File: src/rtl/beam_thresh_sequencer.sv
// Staging RAM for per-beam trigger thresholds (two sets) and the serial loader that
// shifts them into the beam-core threshold chain, then commits them with one update pulse.
module beam_thresh_sequencer #(
   parameter int unsigned      NBEAMS      = 48,
   parameter int unsigned      TBITS       = 18,
   parameter logic [TBITS-1:0] INIT_THRESH = {TBITS{1'b1}},
   localparam int unsigned     NSLOT       = NBEAMS + (NBEAMS % 2),
   localparam int unsigned     AW          = (NSLOT > 2) ? $clog2(NSLOT) : 1
) (
   input  logic               clk_i,
   input  logic               rst_n_i,
   input  logic               cfg_wr_i,
   input  logic               cfg_set_i,
   input  logic [AW-1:0]      cfg_addr_i,
   input  logic [TBITS-1:0]   cfg_data_i,
   input  logic [1:0]         cfg_load_i,
   output logic               busy_o,
   output logic [1:0]         done_o,
   output logic               cfg_err_o,
   output logic [2*TBITS-1:0] thresh_o,
   output logic [1:0]         thresh_wr_o,
   output logic [1:0]         thresh_update_o
);

   typedef enum logic [2:0] {
      ST_INIT,
      ST_READ,
      ST_SHIFT,
      ST_UPD,
      ST_IDLE
   } state_t;

   state_t             r_state, w_state_nxt;
   logic [AW-1:0]      r_cnt, w_cnt_nxt;
   logic               r_drain, w_drain_nxt;
   logic [1:0]         r_active, w_active_nxt;
   logic [1:0]         r_pend, w_pend_nxt;
   logic               w_rd_en;

   logic               r_busy, w_busy_nxt;
   logic [1:0]         r_done, w_done_nxt;
   logic               r_err, w_err_nxt;
   logic [2*TBITS-1:0] r_thresh, w_thresh_nxt;
   logic [1:0]         r_wr, w_wr_nxt;
   logic [1:0]         r_upd, w_upd_nxt;

   logic               w_addr_ok;
   logic               w_set_locked;
   logic               w_cfg_ok;

   logic [TBITS-1:0]   r_ram [2][NSLOT];

   // Write acceptance: never during INIT, never into a set being shifted, never past the chain.
   always_comb begin
      w_addr_ok    = (32'(cfg_addr_i) < NSLOT);
      w_set_locked = ((r_state == ST_READ) || (r_state == ST_SHIFT) || (r_state == ST_UPD))
                     && r_active[cfg_set_i];
      w_cfg_ok     = cfg_wr_i && (r_state != ST_INIT) && !w_set_locked && w_addr_ok;
   end

   // Staging RAM, not reset: INIT overwrites every slot after reset.
   always_ff @(posedge clk_i) begin
      for (int k = 0; k < 2; k++) begin
         if (r_state == ST_INIT) begin
            r_ram[k][r_cnt] <= INIT_THRESH;
         end else if (w_cfg_ok && (cfg_set_i == 1'(k))) begin
            r_ram[k][cfg_addr_i] <= cfg_data_i;
         end
      end
   end

   always_ff @(posedge clk_i or negedge rst_n_i) begin
      if (!rst_n_i) begin
         r_state  <= ST_INIT;
         r_cnt    <= '0;
         r_drain  <= 1'b0;
         r_active <= 2'b00;
         r_pend   <= 2'b00;
         r_busy   <= 1'b1;
         r_done   <= 2'b00;
         r_err    <= 1'b0;
         r_thresh <= '0;
         r_wr     <= 2'b00;
         r_upd    <= 2'b00;
      end else begin
         r_state  <= w_state_nxt;
         r_cnt    <= w_cnt_nxt;
         r_drain  <= w_drain_nxt;
         r_active <= w_active_nxt;
         r_pend   <= w_pend_nxt;
         r_busy   <= w_busy_nxt;
         r_done   <= w_done_nxt;
         r_err    <= w_err_nxt;
         r_thresh <= w_thresh_nxt;
         r_wr     <= w_wr_nxt;
         r_upd    <= w_upd_nxt;
      end
   end

   // Sequencer: r_cnt is the INIT write slot, then the slot read for the following SHIFT cycle.
   always_comb begin
      w_state_nxt  = r_state;
      w_cnt_nxt    = r_cnt;
      w_drain_nxt  = 1'b0;
      w_active_nxt = r_active;
      w_pend_nxt   = r_pend | cfg_load_i;
      w_rd_en      = 1'b0;

      case (r_state)
         ST_INIT: begin
            w_cnt_nxt = r_cnt + AW'(1);
            if (r_cnt == AW'(NSLOT - 1)) begin
               w_state_nxt  = ST_READ;
               w_cnt_nxt    = AW'(NSLOT - 1);
               w_active_nxt = 2'b11;
            end
         end
         ST_IDLE: begin
            w_active_nxt = cfg_load_i | r_pend;
            w_pend_nxt   = 2'b00;
            if (w_active_nxt != 2'b00) begin
               w_state_nxt = ST_READ;
               w_cnt_nxt   = AW'(NSLOT - 1);
            end
         end
         ST_READ: begin
            w_rd_en     = 1'b1;
            w_cnt_nxt   = r_cnt - AW'(1);
            w_drain_nxt = (r_cnt == '0);
            w_state_nxt = ST_SHIFT;
         end
         ST_SHIFT: begin
            if (r_drain) begin
               w_state_nxt = ST_UPD;
            end else begin
               w_rd_en     = 1'b1;
               w_cnt_nxt   = r_cnt - AW'(1);
               w_drain_nxt = (r_cnt == '0);
            end
         end
         ST_UPD: begin
            w_state_nxt = ST_IDLE;
         end
         default: begin
            w_state_nxt = ST_INIT;
         end
      endcase
   end

   // Next values of the registered outputs; the bus is zero for any set not shifting.
   always_comb begin
      w_busy_nxt   = (w_state_nxt != ST_IDLE);
      w_wr_nxt     = w_rd_en ? r_active : 2'b00;
      w_upd_nxt    = (w_state_nxt == ST_UPD) ? r_active : 2'b00;
      w_done_nxt   = w_upd_nxt;
      w_err_nxt    = r_err | (cfg_wr_i && !w_cfg_ok);
      w_thresh_nxt = '0;
      for (int k = 0; k < 2; k++) begin
         if (w_rd_en && r_active[k]) begin
            w_thresh_nxt[k*TBITS +: TBITS] = r_ram[k][r_cnt];
         end
      end
   end

   assign busy_o          = r_busy;
   assign done_o          = r_done;
   assign cfg_err_o       = r_err;
   assign thresh_o        = r_thresh;
   assign thresh_wr_o     = r_wr;
   assign thresh_update_o = r_upd;

endmodule
File: config.mk
export PLATFORM = sky130hd
export DESIGN_NAME = beam_thresh_sequencer
export DESIGN_NICKNAME = d
export VERILOG_FILES = /design/src/rtl/beam_thresh_sequencer.sv
export SDC_FILE = /design/constraint.sdc
export NUM_CORES = 2
export LEC_CHECK = 0
export ABC_AREA = 1
export CORE_MARGIN = 4
export CORE_UTILIZATION = 40
export DETAILED_ROUTE_END_ITERATION = 8
export SLEW_MARGIN = 0
export SYNTH_ARGS = -nofsm -noshare
export SYNTH_HDL_FRONTEND = slang
export SYNTH_SLANG_ARGS = --single-unit
File: constraint.sdc
create_clock -name clk_i -period 4 [get_ports clk_i]
set_input_delay 0.6 -clock clk_i [delete_from_list [all_inputs] [get_ports clk_i]]
set_output_delay 0.6 -clock clk_i [all_outputs]
set_load 0.02 [all_outputs]
# Yosys cells after proc, flatten, opt, wreduce, memory -nomap -nowiden
# Memories as Yosys holds them, arrays and structs flattened.
# Cells that the tools add are included.
[op_classes] bitwise_logic=1733 reduce_logical=23 muxes=1767 n_addsub=2 n_lt_le_gt_ge=6 eq_ne=10
[ops] op="$mux W864" count=3
[ops] op="$mux W1" count=1737
[ops] op="$or A1 B1 Y1" count=1729
[ops] op="$bmux W18 S6" count=2
[ops] op="$demux W18 S6" count=2
[ops] op="$mux W18" count=8
[ops] op="$pmux W6 S4" count=1
[ops] op="$mux W6" count=3
[ops] op="$pmux W3 S5" count=1
[ops] op="$ge A7 B7 Y1 const B" count=2
[ops] op="$lt A7 B1 Y1 const B" count=2
[ops] op="$not A6 Y7" count=2
[ops] op="$logic_and A1 B1 Y1" count=11
[ops] op="$eq A3 B2 Y1 const B" count=3
[ops] op="$mux W3" count=3
[ops] op="$mux W2" count=4
[ops] op="$add A6 B1 Y6 const B" count=1
[ops] op="$eq A6 B6 Y1 const B" count=1
[ops] op="$logic_not A6 Y1" count=1
[ops] op="$lt A6 B6 Y1 const B" count=1
[ops] op="$sub A6 B1 Y6 const B" count=1
[ops] op="$ne A2 B2 Y1 const B" count=2
[ops] op="$pmux W1 S2" count=2
[ops] op="$pmux W2 S2" count=1
[ops] op="other kinds (15)" count=18
[totals] output_inout_bits=44 elab_cells=3552 reg_bits=56 ramBits=1728 memories=1 input_bits=30
[memory_table] memory="r_ram" depth=2 width=864 rd=2 rd_clocked_by_memory_dff=0 wr=2 line_no="51" source="logic [TBITS-1:0] r_ram [2][NSLOT];"

# Longest topological paths before layout
[logic_depth] ltp_word=12 mapped_depth=13 ltp_nobuf=11

# Least setup slack after synthesis
# OpenSTA, ideal clock, no wires.
[synth_timing] path_type="register to register" startpoint="register r_cnt[3]" endpoint="memory r_ram[0][522] (netlist name), enable pin" setup_ns=0.418 path_slack_ns=1.060 synth_period_minus_slack_ns=2.940 arrival_time_ns=2.522 n_path_buf=2 stages_incl_launch_ff=6 required_time_ns=3.582 cell_sequence="dfrtp_1 > buf_4 > nor3_4 > inv_2 > buf_2 > o21ai_0"
[synth_rtl] element="start: declaration" line_no="34" source="logic [AW-1:0] r_cnt, w_cnt_nxt;"
[synth_rtl] element="start signal: assignment" line_no="87" source="r_cnt <= w_cnt_nxt;"
[synth_rtl] element="end: declaration" line_no="51"

==> parameters.txt <==
Parameter                              Value

Layout
  Layout Nets    11100
  Ratio of cells with drive above 1 in the final layout    7.81%
  Post-route core utilization    44.6%
  Final non-filler cell total    around 14000
  Area growth from synthesis to final layout    10.7%
  Count of filler cells inserted in the layout    21400

Logic synthesis
  Leading cell types by total area after synthesis    sky130_fd_sc_hd__edfxtp_1 30%, sky130_fd_sc_hd__dfxtp_1 20%, sky130_fd_sc_hd__nand2_1 17%, sky130_fd_sc_hd__nand3_1 13%, sky130_fd_sc_hd__o21ai_0 5.7%
  Synthesized Nets    11500
  Total standard cell area after synthesis    ~87000 um^2
  Sequential share of the synthesized area    51.5%
  Number of synthesized flops with an enable pin    864
  Mean instance size in the synthesized netlist    7.55 um^2
  Flop and latch count out of synthesis    1784
  Number of standard cells after synthesis    11500
  Count of warnings emitted by yosys    0
  Post-synth top area cell    sky130_fd_sc_hd__edfxtp_1
  Top flip-flop cell by instance count after synthesis    sky130_fd_sc_hd__edfxtp_1
  FFs w/ async S/R, synth    3.14%
  Netlist cell types    39
  Fraction of synthesized cell area taken by the top area cell type    29.9%

Floorplan
  Cell Rows    170
  Placeable core area    215000 um^2
  Overall die area    ~220000 um^2
  Width of the chip    about 470 um
  Starting density of the core    40.3%
  Y dimension of the die    roughly 470 um
  Number of placed I/O pins    between 70 and 80

Detailed routing
  Total number of vias    77600
  Number of detailed-route iterations in the first pass    6
  Post-DR wirelength/cell    approximately 22 um
  DRC violation count after routing    0
  DRT antenna net count    0
  Routed Wire Length    311 mm
  DR vias/cell    5.53
  Number of DRC markers in iteration 0    9637

Timing
  Worst Tran Pin Value    between 1 and 1.5 ns
  Peak clock frequency supported by timing    ~0.29 GHz
  Relative max-transition margin    10.1%
  RSZ-0062 raised after global routing    false
  Max-slew violation count    0
  Final hold viol count    0
  Final setup vio count    0
  Period utilization    86.2%
  Clock Skew    0.0534 ns
  Aggregate negative setup slack    0 ns
  Worst hold margin    0.102 ns
  Final critical path time including I/O delays and setup    3.45 ns

Placed design
  Final HPWL DP    189 mm
  RD Place Congestion    ~0.9
  Count of port buffers added during placement    73
  Number of cells in the design after placement    13700

Clock network
  Bufs on Longest Clock Path    3
  Clock Sinks    1784
  CTS root buf    sky130_fd_sc_hd__clkbuf_16
  TritonCTS clock tree    built
  Source-to-sink clock delay at the later pin of the worst-skew pair    0.87 ns
  Clock slew at reported path FFs    roughly 0.06 ns
  Number of buffers created by CTS    191
  H-Tree Depth    4
  # Post-CTS Setup Buffers    0

Worst setup path
  Register-to-Register Setup Slack    approximately 0.55 ns
  Maximum fanout along the worst path    49
  Source of the worst register-to-register timing path    r_cnt[0]$_DFFE_PN0P_
  Number of cell instances on the worst register-to-register path    3
  Critical path startpoint category    flop
  End of the critical path    r_ram[0][243]$_SDFFCE_PN1P_
  Critical path startpoint    r_cnt[0]$_DFFE_PN0P_
  Worst Setup Path Type    reg2reg
  Arrival time of the worst setup path    between 3 and 4 ns
  Capturing element type of the critical path    flop
  End of the worst register-to-register path    r_ram[0][243]$_SDFFCE_PN1P_
  Data required time of the worst path    4.45 ns

GRT
  Global routing usage on met1    37.0%
  First-pass GRT wire length    ~460 mm
  Overflow left after global routing    0
  Number of antenna violations at the first check in global routing    16
  Total routing resource utilization after global routing    26.9%
  Layer carrying the most global-route usage    met2
  Largest net degree at the start of global routing    150
  Grt met3 use    5.79%
  Number of global-route vias before repair    about 70000
  Met2 routing resource usage after global routing    40.7%

Power and ir drop
  Total power after layout    70300 uW
  Largest voltage drop on the vdd net    1.13 mV
  Total power per unit cell area    roughly 730 nW/um^2
  Cell leakage power    0.0406 uW

Status
  Status    complete, no violations

Run
  Maximum Capacitance Violations    0

Worst hold path
  Worst hold-check path type    in2reg
## worst min path at each step
stage / from / endpoint / slack, ns / depth (start not counted)
after global routing: cfg_data_i[16] / r_ram[1][358]$_DFF_P_ / 0.08 / 3
after global placement: r_ram[1][683]$_DFF_P_ / r_ram[1][683]$_DFF_P_ / 0.44 / 2
after CTS: cfg_data_i[16] / r_ram[1][358]$_DFF_P_ / 0.06 / 3
final: cfg_data_i[16] / r_ram[1][358]$_DFF_P_ / 0.10 / 3
after floorplan: rst_n_i / cfg_err_o$_DFF_PN0_ / 0.30 / 0
after detailed placement: r_ram[1][693]$_DFF_P_ / r_ram[1][693]$_DFF_P_ / 0.45 / 2
## layout by cell type (no fill, tap or decap), types with 5 or more instances in the layout
cell type and n:
sky130_fd_sc_hd__clkdlybuf4s50_1 54, sky130_fd_sc_hd__clkinv_2 33, sky130_fd_sc_hd__bufinv_16 11, sky130_fd_sc_hd__nand3_1 2175, sky130_fd_sc_hd__clkbuf_1 52, sky130_fd_sc_hd__nor2_4 63
sky130_fd_sc_hd__o211ai_1 81, sky130_fd_sc_hd__clkinv_1 26, sky130_fd_sc_hd__nand2_2 8, sky130_fd_sc_hd__nor2_1 225, sky130_fd_sc_hd__clkbuf_16 193, sky130_fd_sc_hd__buf_12 36
sky130_fd_sc_hd__or2_2 84, sky130_fd_sc_hd__buf_2 8, sky130_fd_sc_hd__a21o_1 5, sky130_fd_sc_hd__nand2_1 3880, sky130_fd_sc_hd__edfxtp_1 864, sky130_fd_sc_hd__inv_2 35
sky130_fd_sc_hd__a21oi_1 39, sky130_fd_sc_hd__o21ai_1 94, sky130_fd_sc_hd__nor2_2 30, sky130_fd_sc_hd__dfrtp_1 52, sky130_fd_sc_hd__o21ai_2 44, sky130_fd_sc_hd__o21ai_0 952
sky130_fd_sc_hd__inv_1 945, sky130_fd_sc_hd__nand2_4 11, sky130_fd_sc_hd__buf_4 256, sky130_fd_sc_hd__diode_2 7, sky130_fd_sc_hd__dfxtp_1 864, sky130_fd_sc_hd__clkbuf_8 32
## cells in the mapped netlist, types with 2 or more instances
library cell and n:
sky130_fd_sc_hd__nand4_1 2, sky130_fd_sc_hd__buf_1 123, sky130_fd_sc_hd__ha_1 3, sky130_fd_sc_hd__buf_2 261, sky130_fd_sc_hd__clkinv_1 4, sky130_fd_sc_hd__a21o_1 5
sky130_fd_sc_hd__inv_2 20, sky130_fd_sc_hd__nand2_4 10, sky130_fd_sc_hd__inv_1 963, sky130_fd_sc_hd__a22oi_1 2, sky130_fd_sc_hd__nand2_1 3880, sky130_fd_sc_hd__edfxtp_1 864
sky130_fd_sc_hd__nand2_2 9, sky130_fd_sc_hd__or2_2 84, sky130_fd_sc_hd__o21ai_0 996, sky130_fd_sc_hd__dfxtp_1 864, sky130_fd_sc_hd__nor2_2 30, sky130_fd_sc_hd__clkbuf_2 3
sky130_fd_sc_hd__nor3_2 4, sky130_fd_sc_hd__buf_6 12, sky130_fd_sc_hd__buf_4 52, sky130_fd_sc_hd__o211ai_1 81, sky130_fd_sc_hd__clkbuf_1 557, sky130_fd_sc_hd__dfrtp_1 55
sky130_fd_sc_hd__o21ai_1 94, sky130_fd_sc_hd__nor2_4 12, sky130_fd_sc_hd__nand3_1 2176, sky130_fd_sc_hd__a21oi_1 39, sky130_fd_sc_hd__nor2_1 276
## registers in the layout (all words and copies together) (netlist names)
register	count
busy_o	1
thresh_wr_o	2
thresh_o	36
cfg_err_o	1
r_active	2
thresh_update_o	2
r_drain	1
r_cnt	6
r_ram	1728
r_state	3
r_pend	2
## critical path, stage by stage (launching register included)
cell	delay [ns]
sky130_fd_sc_hd__dfrtp_4	0.62
sky130_fd_sc_hd__inv_8	0.44
sky130_fd_sc_hd__nand3_2	0.78
sky130_fd_sc_hd__o21ai_2	1.17
## timing repair
action | 4_1_cts | 5_1_grt
gates resized for setup | 0 | 0
hold buffers | 1 | 0
endpoints found under the hold margin | 55 | 0
## report_power, final
part	internal [uW]	switching, uW	total [uW]	leakage [uW]
Combinational	7330	19200	26500	0.0244
Sequential	23600	2200	25800	0.0131
Clock	10200	7800	18000	0.00310
Total	41100	29200	70300	0.0406
## metrics by stage
stage	worst slack (ns)	cell area [um^2]
5_1_grt	0.407	96000
2_1_floorplan	1.06	86700
3_3_place_gp	0.614	89700
3_5_place_dp	0.626	89700
6_report	0.553	96000
4_1_cts	0.617	96000
## layer usage
layer	vias up	wire length, um
met5	-	36
li1	36300	-
met4	6	15200
met1	36900	129000
met2	3790	135000
met3	656	31600
## cell families after synthesis
| group | synth area share [%] |
|---|---|
| buffers and inverters | 9.34 |
| and+or+nand+nor | 31.8 |
| xor gates and xnor gates | 0.0101 |
| adders and majority gates | 0.0433 |
| AOI/OAI and AO/OA | 7.32 |
| DFF | 51.5 |
## layout make-up
class,instances,area (um^2),share of cell area (%)
Sequential cell,1784,44700,46.5
Multi-Input combinational cell,7712,34600,36.0
Clock inverter,81,850,0.885
Tap cell,2838,3550,3.70
Inverter,987,3720,3.87
Timing Repair Buffer,355,3230,3.37
Clock buffer,277,5470,5.69
Antenna cell,7,17.5,0.0182
(Power assumes the default switching activity.)
